$ cat src/rtl/alu_result_stage.sv
// Result buffer behind the adder/subtractor: captures sum plus {N,Z,C,V} flags
// into a small FIFO and keeps a saturating count of signed overflows.
module alu_result_stage #(
  parameter int WIDTH = 16,
  parameter int DEPTH = 2
) (
  input  logic             clk,
  input  logic             rst_n,
  input  logic             in_valid,
  output logic             in_ready,
  input  logic [WIDTH-1:0] in_s,
  input  logic             in_cout,
  input  logic             in_over,
  input  logic             in_sub,
  output logic             out_valid,
  input  logic             out_ready,
  output logic [WIDTH-1:0] out_result,
  output logic [3:0]       out_flags,
  output logic [7:0]       ovf_count,
  input  logic             clr_count
);

  localparam int PW = (DEPTH > 1) ? $clog2(DEPTH) : 1;
  localparam logic [PW:0] FULL = (PW+1)'(DEPTH);

  logic [WIDTH-1:0] resultMem [DEPTH];
  logic [3:0]       flagMem   [DEPTH];
  logic [PW-1:0]    wrPtr;
  logic [PW-1:0]    rdPtr;
  logic [PW:0]      occupancy;
  logic             push;
  logic             pop;
  logic             carryFlag;
  logic [3:0]       newFlags;

  // No bypass: a full buffer refuses input even when the head leaves this cycle.
  assign in_ready  = (occupancy < FULL);
  assign out_valid = (occupancy != '0);
  assign push      = in_valid && in_ready;
  assign pop       = out_valid && out_ready;

  // For subtraction the adder's carry-out is the inverse of a borrow.
  always_comb begin
    carryFlag = in_sub ? ~in_cout : in_cout;
    newFlags  = {in_s[WIDTH-1], (in_s == '0), carryFlag, in_over};
  end

  always_ff @(posedge clk) begin
    if (rst_n && push) begin
      resultMem[wrPtr] <= in_s;
      flagMem[wrPtr]   <= newFlags;
    end
  end

  always_ff @(posedge clk) begin
    if (!rst_n) begin
      wrPtr     <= '0;
      rdPtr     <= '0;
      occupancy <= '0;
      ovf_count <= '0;
    end else begin
      if (push) wrPtr <= wrPtr + PW'(1);
      if (pop)  rdPtr <= rdPtr + PW'(1);
      case ({push, pop})
        2'b10:   occupancy <= occupancy + (PW+1)'(1);
        2'b01:   occupancy <= occupancy - (PW+1)'(1);
        default: occupancy <= occupancy;
      endcase
      if (clr_count)
        ovf_count <= '0;
      else if (push && in_over && (ovf_count != 8'hFF))
        ovf_count <= ovf_count + 8'd1;
    end
  end

  // Outputs read as zero whenever the buffer is empty.
  always_comb begin
    out_result = '0;
    out_flags  = '0;
    if (out_valid) begin
      out_result = resultMem[rdPtr];
      out_flags  = flagMem[rdPtr];
    end
  end

endmodule

$ cat config.mk
export PLATFORM = sky130hd
export DESIGN_NAME = alu_result_stage
export DESIGN_NICKNAME = d
export VERILOG_FILES = /design/src/rtl/alu_result_stage.sv
export SDC_FILE = /design/constraint.sdc
export NUM_CORES = 1
export LEC_CHECK = 0
export CAP_MARGIN = 15
export CORE_AREA = 3 3 61 86
export CTS_CLUSTER_SIZE = 28
export DETAILED_ROUTE_END_ITERATION = 12
export DIE_AREA = 0 0 64 89
export GPL_ROUTABILITY_DRIVEN = 0
export MAX_ROUTING_LAYER = met4
export PLACE_DENSITY_LB_ADDON = 0.05
export SLEW_MARGIN = 40
export SYNTH_ARGS = -nofsm -noshare
export SYNTH_HDL_FRONTEND = slang
export SYNTH_SLANG_ARGS = --single-unit
$ cat constraint.sdc
create_clock -name clk -period 2.6 [get_ports clk]
set_input_delay 0.39 -clock clk [delete_from_list [all_inputs] [get_ports clk]]
set_output_delay 0.39 -clock clk [all_outputs]
set_load 0.02 [all_outputs]
**Word level (Yosys, flattened, before mapping)**

Memory sizes are Yosys's and may differ from the RTL's. A register that Yosys moved wholly into a read port is not among the register bits.
Cells that the tools add are included.
W data, S select, Z words.

- Add/subtract/negate cells: 5
- $lt $le $gt $ge: 1
- Equal/unequal tests: 3
- Muxes and demuxes: 10
- Bitwise gates (word level): 2
- Reduce and logical (&&, ||, !) cells: 9

Operator list:

| kind | number |
|---|---|
| $logic_not A16 Y1 | 1 |
| $mux W16 | 1 |
| $add A8 B1 Y8 const B | 1 |
| $ne A8 B8 Y1 const B | 1 |
| $mux W1 | 7 |
| $logic_and A1 B1 Y1 | 5 |
| $mux W4 | 1 |
| $pmux W2 S2 | 1 |
| $reduce_bool A2 Y1 | 2 |
| $add A1 B1 Y1 const B | 2 |
| $add A2 B1 Y2 const B | 1 |
| $eq A2 B1 Y1 const B | 1 |
| $eq A2 B2 Y1 const B | 1 |
| $lt A2 B2 Y1 const B | 1 |
| $not A1 Y1 | 2 |
| $reduce_or A2 Y1 | 1 |
| $sub A2 B1 Y2 const B | 1 |

- Bits in registers: 12
- RAM bits: 40
- Bits of input ports: 24
- Output and inout bits: 30
- Memories kept: 2

Memories:

| name | depth | width | read ports | clocked after Yosys merged registers in | write ports | RTL line | text |
|---|---|---|---|---|---|---|---|
| resultMem | 2 | 16 | 1 | 1 | 1 | 26 | `logic [WIDTH-1:0] resultMem [DEPTH];` |
| flagMem | 2 | 4 | 1 | 1 | 1 | 27 | `logic [3:0] flagMem [DEPTH];` |

**Longest topological paths before layout**

- Depth in word-level cells: 5
- Depth in mapped cells: 6
- Depth with buffers taken out: 6

**Least setup slack after synthesis**

Ideal clock, no wire load.

- Path type: flip-flop to flip-flop
- Start point: register occupancy[1]
- End point: memory flagMem[0][0] (enable)
- Data arrival time: 1.452 ns
- Required time: 2.205 ns
- Path slack: 0.754 ns
- Cell stages (with the launch flop): 4
- Path buffers: 0
- Clock period less this slack: 1.846 ns
- Cells stage by stage: dfxtp_1 -> and2b_2 -> nand2_1 -> nor2_1

- Longest elaborated chain between the ends: 5

Ends and longest elaborated chain:

| item | RTL line | text |
|---|---|---|
| from (decl) | 30 | `logic [PW:0] occupancy;` |
| from (signal assigned) | 65 | `2'b10: occupancy <= occupancy + (PW+1)'(1);` |
| from (signal assigned) | 66 | `2'b01: occupancy <= occupancy - (PW+1)'(1);` |
| from (signal assigned) | 67 | `default: occupancy <= occupancy;` |
| $lt A2 B2 Y1 | 37 | `assign in_ready = (occupancy < FULL);` |
| $logic_and A1 B1 Y1 | 39 | `assign push = in_valid && in_ready;` |
| $logic_and A1 B1 Y1 | 49 | `if (rst_n && push) begin` |
| $mux W1 | 49 |  |
| $mux W1 (implied by the code) | 51 | `flagMem[wrPtr] <= newFlags;` |
| to (decl) | 27 |  |

No other way between the ends.

==> results.txt <==
The flow ran to the end, and the final reports show no timing, DRC or antenna violations. The tools report the number of resized instances in the post-cts repair step as 0. For the finished layout, the period the worst path requires is 2.19 ns.

The clock sink total is 51, and the antenna diode count is 0. Counting both buffers and inverters, the worst setup path holds a total of 2. For the final-report max-slew violation count, the log shows 0.

After synthesis, the cell types taking the most area are sky130_fd_sc_hd__edfxtp_1 53%, sky130_fd_sc_hd__dfxtp_1 12%, sky130_fd_sc_hd__mux2i_1 10%, sky130_fd_sc_hd__nor2_1 3.6%, sky130_fd_sc_hd__nand2_1 1.4%. Sequential area share after synthesis: 64.7%. The leading cell type in the layout, fill and taps excluded was sky130_fd_sc_hd__clkdlybuf4s50_1. STA classifies the critical path startpoint as a flip-flop.

The number of cells on the worst reg-to-reg path is 5. The effective utilization at floorplan was 47.8%. Parity-gate share of the synthesized area counting xor and xnor cells: 2.02%.

The biggest area contributor in the post-synthesis netlist is sky130_fd_sc_hd__edfxtp_1. Yosys mapped a number of flops with a built-in enable equal to 38. The simple-gate portion of the synthesized area is 14.3%. The worst relative slew slack was 63.8%; the transition time at the pin with the least slew margin was 0.541 ns. The run gives 56 as the iteration-0 DRC count of the detailed router. In the synthesized netlist the dominant register cell turns out to be sky130_fd_sc_hd__edfxtp_1.

The multi-input combinational cells in the finished layout cover a total of 714 um^2. Based on the critical path, the design can be clocked at up to 0.456 GHz. The Yosys step of the flow raised 0 warnings. Detailed placement ended at an HPWL of 2880 um. The final number of setup-violating endpoints is 0. The synthesized netlist devotes 5.25% of its cell area to compound gates. A synthesized cell averages 13.3 um^2. Dividing total power by cell area gives a power density of 891 mW/mm^2. By area, the combinational part of the netlist is dominated by simple AND/OR/NAND/NOR gates. TritonCTS built the clock tree. The tools report the area of the mapped netlist as 0.00217 mm^2.

The proportion of layout cells with a drive suffix above 1 came out at 8.11%. For this run, the slowest stage of the critical path takes 0.63 ns. The detail route stage leaves a number of antenna-violating nets equal to 0. The longest clock path from root to sink contains 2 buffers. In this design, the largest share of critical-path delay is due to buffers and inverters. On the critical path, the stage with the largest delay is an instance of sky130_fd_sc_hd__clkdlybuf4s50_1.

For the number of vias in the routed layout, the log shows 1,410. For this block, the routed nets add up to 4010 um of wire. The largest net degree at the start of global routing came out at 21. The number of gates on the worst path with buffers counted came out at 4. Synthesis handed over a netlist of 163 instances.

The critical path data arrival time is 1.80 ns, and the number of global-route vias before repair is 1,420. The sequential cells in the finished layout cover a total of 0.00140 mm^2. The maximum fanout encountered on the critical timing path is 19. Buffers added to address setup during post-CTS repair amount to 0. Counting flops and latches in the post-synthesis netlist gives 51.

The run gives 0.00570 mm^2 as the area of the die. The clock-pin slew on the worst setup and hold paths came out at 0.08 ns. The tools report the total DRC errors in the routed layout as 0. For the worst-case hold slack, the log shows 0.500 ns.

The type of the worst min-delay path is flip-flop to flip-flop. The detail-routed via count per cell is 4.96. The max-cap check violation count was 0; the leakage power was 0.974 nW. The critical path is of the flip-flop to output pin type. The chip width is 64 um.

The area growth from synthesis to layout is 32.4%. The run gives 0.30 ns as the clock latency on the worst-skew pair. The signal on the critical path passes through buf_4 > mux2i_1 > nor2_1 > clkdlybuf4s50_1. Synthesis produced a netlist with a net count of 189. STA puts the critical path data required time at 2.21 ns.

The tree is rooted in a sky130_fd_sc_hd__clkbuf_8. In the synthesized netlist the async set-or-reset flop fraction comes to 0%. The portion of synthesized cell area occupied by the leading cell type was 52.7%. The leftover overflow at the end of global routing came out at 0. For the I/O pin count, the log shows 54. In the layout the commonest cells are 53 x sky130_fd_sc_hd__clkdlybuf4s50_1, 38 x sky130_fd_sc_hd__edfxtp_1, 22 x sky130_fd_sc_hd__mux2i_1.

The adder and majority cell fraction of the synthesized area is 1.15%. The logs give 29 for the number of standard-cell rows in the floorplan and 247 for the final net count. The number of clock buffers added by TritonCTS is 5. Fill cells in the final layout number 370.

From bottom edge to top edge, the die measures 89 um. Setup repair after global routing left no endpoint under its margin. The logs give 0 ns for the post-route setup TNS and 0 for the number of buffers inserted by hold repair at cts.

Number of detailed-route iterations in the first pass: 4. The largest clock skew in the final design was 0.00739 ns; the peak supply drop was 591 uV. The number of input and output port buffers inserted was 53; the overall global routing resource usage was 15.3%.

The tools report the endpoint kind of the worst setup timing path as an output pin. In the synthesized netlist, mux cells make up 10.2% of the area. The first global-routing pass estimated 6510 um of wire. The final critical path takes up 84.4% of the cycle. Number of antenna violations at the first check in global routing: 0.

The worst hold path was traced through 2 stages. The run gives 2 as the number of levels in the clock H-tree. The wire length per cell came out at 14.1 um. The number of distinct library cells after synthesis is 38, and the hold violation count in the final report is 0. Core area: 0.00454 mm^2.
-- routing by layer --
metal  vias up  track usage (%)  wire [um]
met1       652             16.0       1600
li1        710                -          -
met4         0             5.89         62
met5         -                -          0
met3         6             3.77        209
met2        42             27.7       2140
-- tightest hold or removal path, cell delays in order (launching register included) --
cell and delay [ns]:
sky130_fd_sc_hd__dfxtp_1 0.34, sky130_fd_sc_hd__nand2_1 0.06, sky130_fd_sc_hd__mux2i_1 0.05
-- cells by family (layout without fill, tap and decap cells) --
logic type               Yosys count  count (layout)
AO/OA/AOI/OAI                     14              14
XOR/XNOR                           5               5
adder cells (fa/ha/maj)            2               2
buffers and inverters             12              71
flip-flops                        51              51
multiplexers                      22              22
AND/OR/NAND/NOR                   57              57
-- synth_stat cells, drive strengths merged, types with 2 or more instances --
library cell and count:
edfxtp 38, mux2i 22, nor2 21, dfxtp 13, nand2 8, inv 6
and2 4, nor4 4, buf 3, clkbuf 3, nand2b 3, nand3 3
nor3 3, xnor2 3, a21oi 2, and3 2, and4 2, ha 2
o21ai 2, or3 2, xor2 2
-- final timing paths --
check | startpoint | to | slack (ns)
setup / recovery | flip-flop | out_flags[3] | 0.41
hold / removal | ovf_count[1]$_SDFFE_PP0P_ | ovf_count[1]$_SDFFE_PP0P_ | 0.50
setup reg to reg | occupancy[1]$_SDFFE_PN0P_ | occupancy[1]$_SDFFE_PN0P_ | 0.92
hold reg to reg | ovf_count[1]$_SDFFE_PP0P_ | ovf_count[1]$_SDFFE_PP0P_ | 0.50
-- power by group --
group / total, mW / switching [mW] / leakage (nW) / internal [mW]
sequential: 1.02 / 0.0418 / 0.456 / 0.973
combinational: 1.09 / 0.573 / 0.474 / 0.516
clock: 0.455 / 0.242 / 0.0449 / 0.213
total: 2.56 / 0.856 / 0.974 / 1.70
-- stage by stage --
step / util [%] / cell area, um^2 / worst slack, ns / total power [mW] / cells
2_1_floorplan: - / 2170 / 0.754 / 1.67 / 163
3_3_place_gp: 61.2 / 2780 / 0.575 / 2.12 / 276
3_5_place_dp: 61.2 / 2780 / 0.504 / 2.15 / 276
4_1_cts: 63.3 / 2870 / 0.356 / 2.59 / 284
5_1_grt: 63.3 / 2870 / 0.257 / 2.69 / 284
6_report: 63.3 / 2870 / 0.406 / 2.56 / 284
-- sequential cells by signal, indices dropped and copies added (netlist names), named ones only --
name       cells
resultMem     31
flagMem        7
wrPtr          1
rdPtr          1
occupancy      2
ovf_count      8
-- final cells by class --
cell class                      count  share of cell area [%]
Clock inverter                      2                   0.392
Sequential cell                    51                    48.8
Multi-Input combinational cell    100                    24.9
Tap cell                           62                    2.70
Timing Repair Buffer               57                    19.5
Clock buffer                        6                    2.88
Inverter                            6                   0.785
Power figures use the tool's default switching activity.
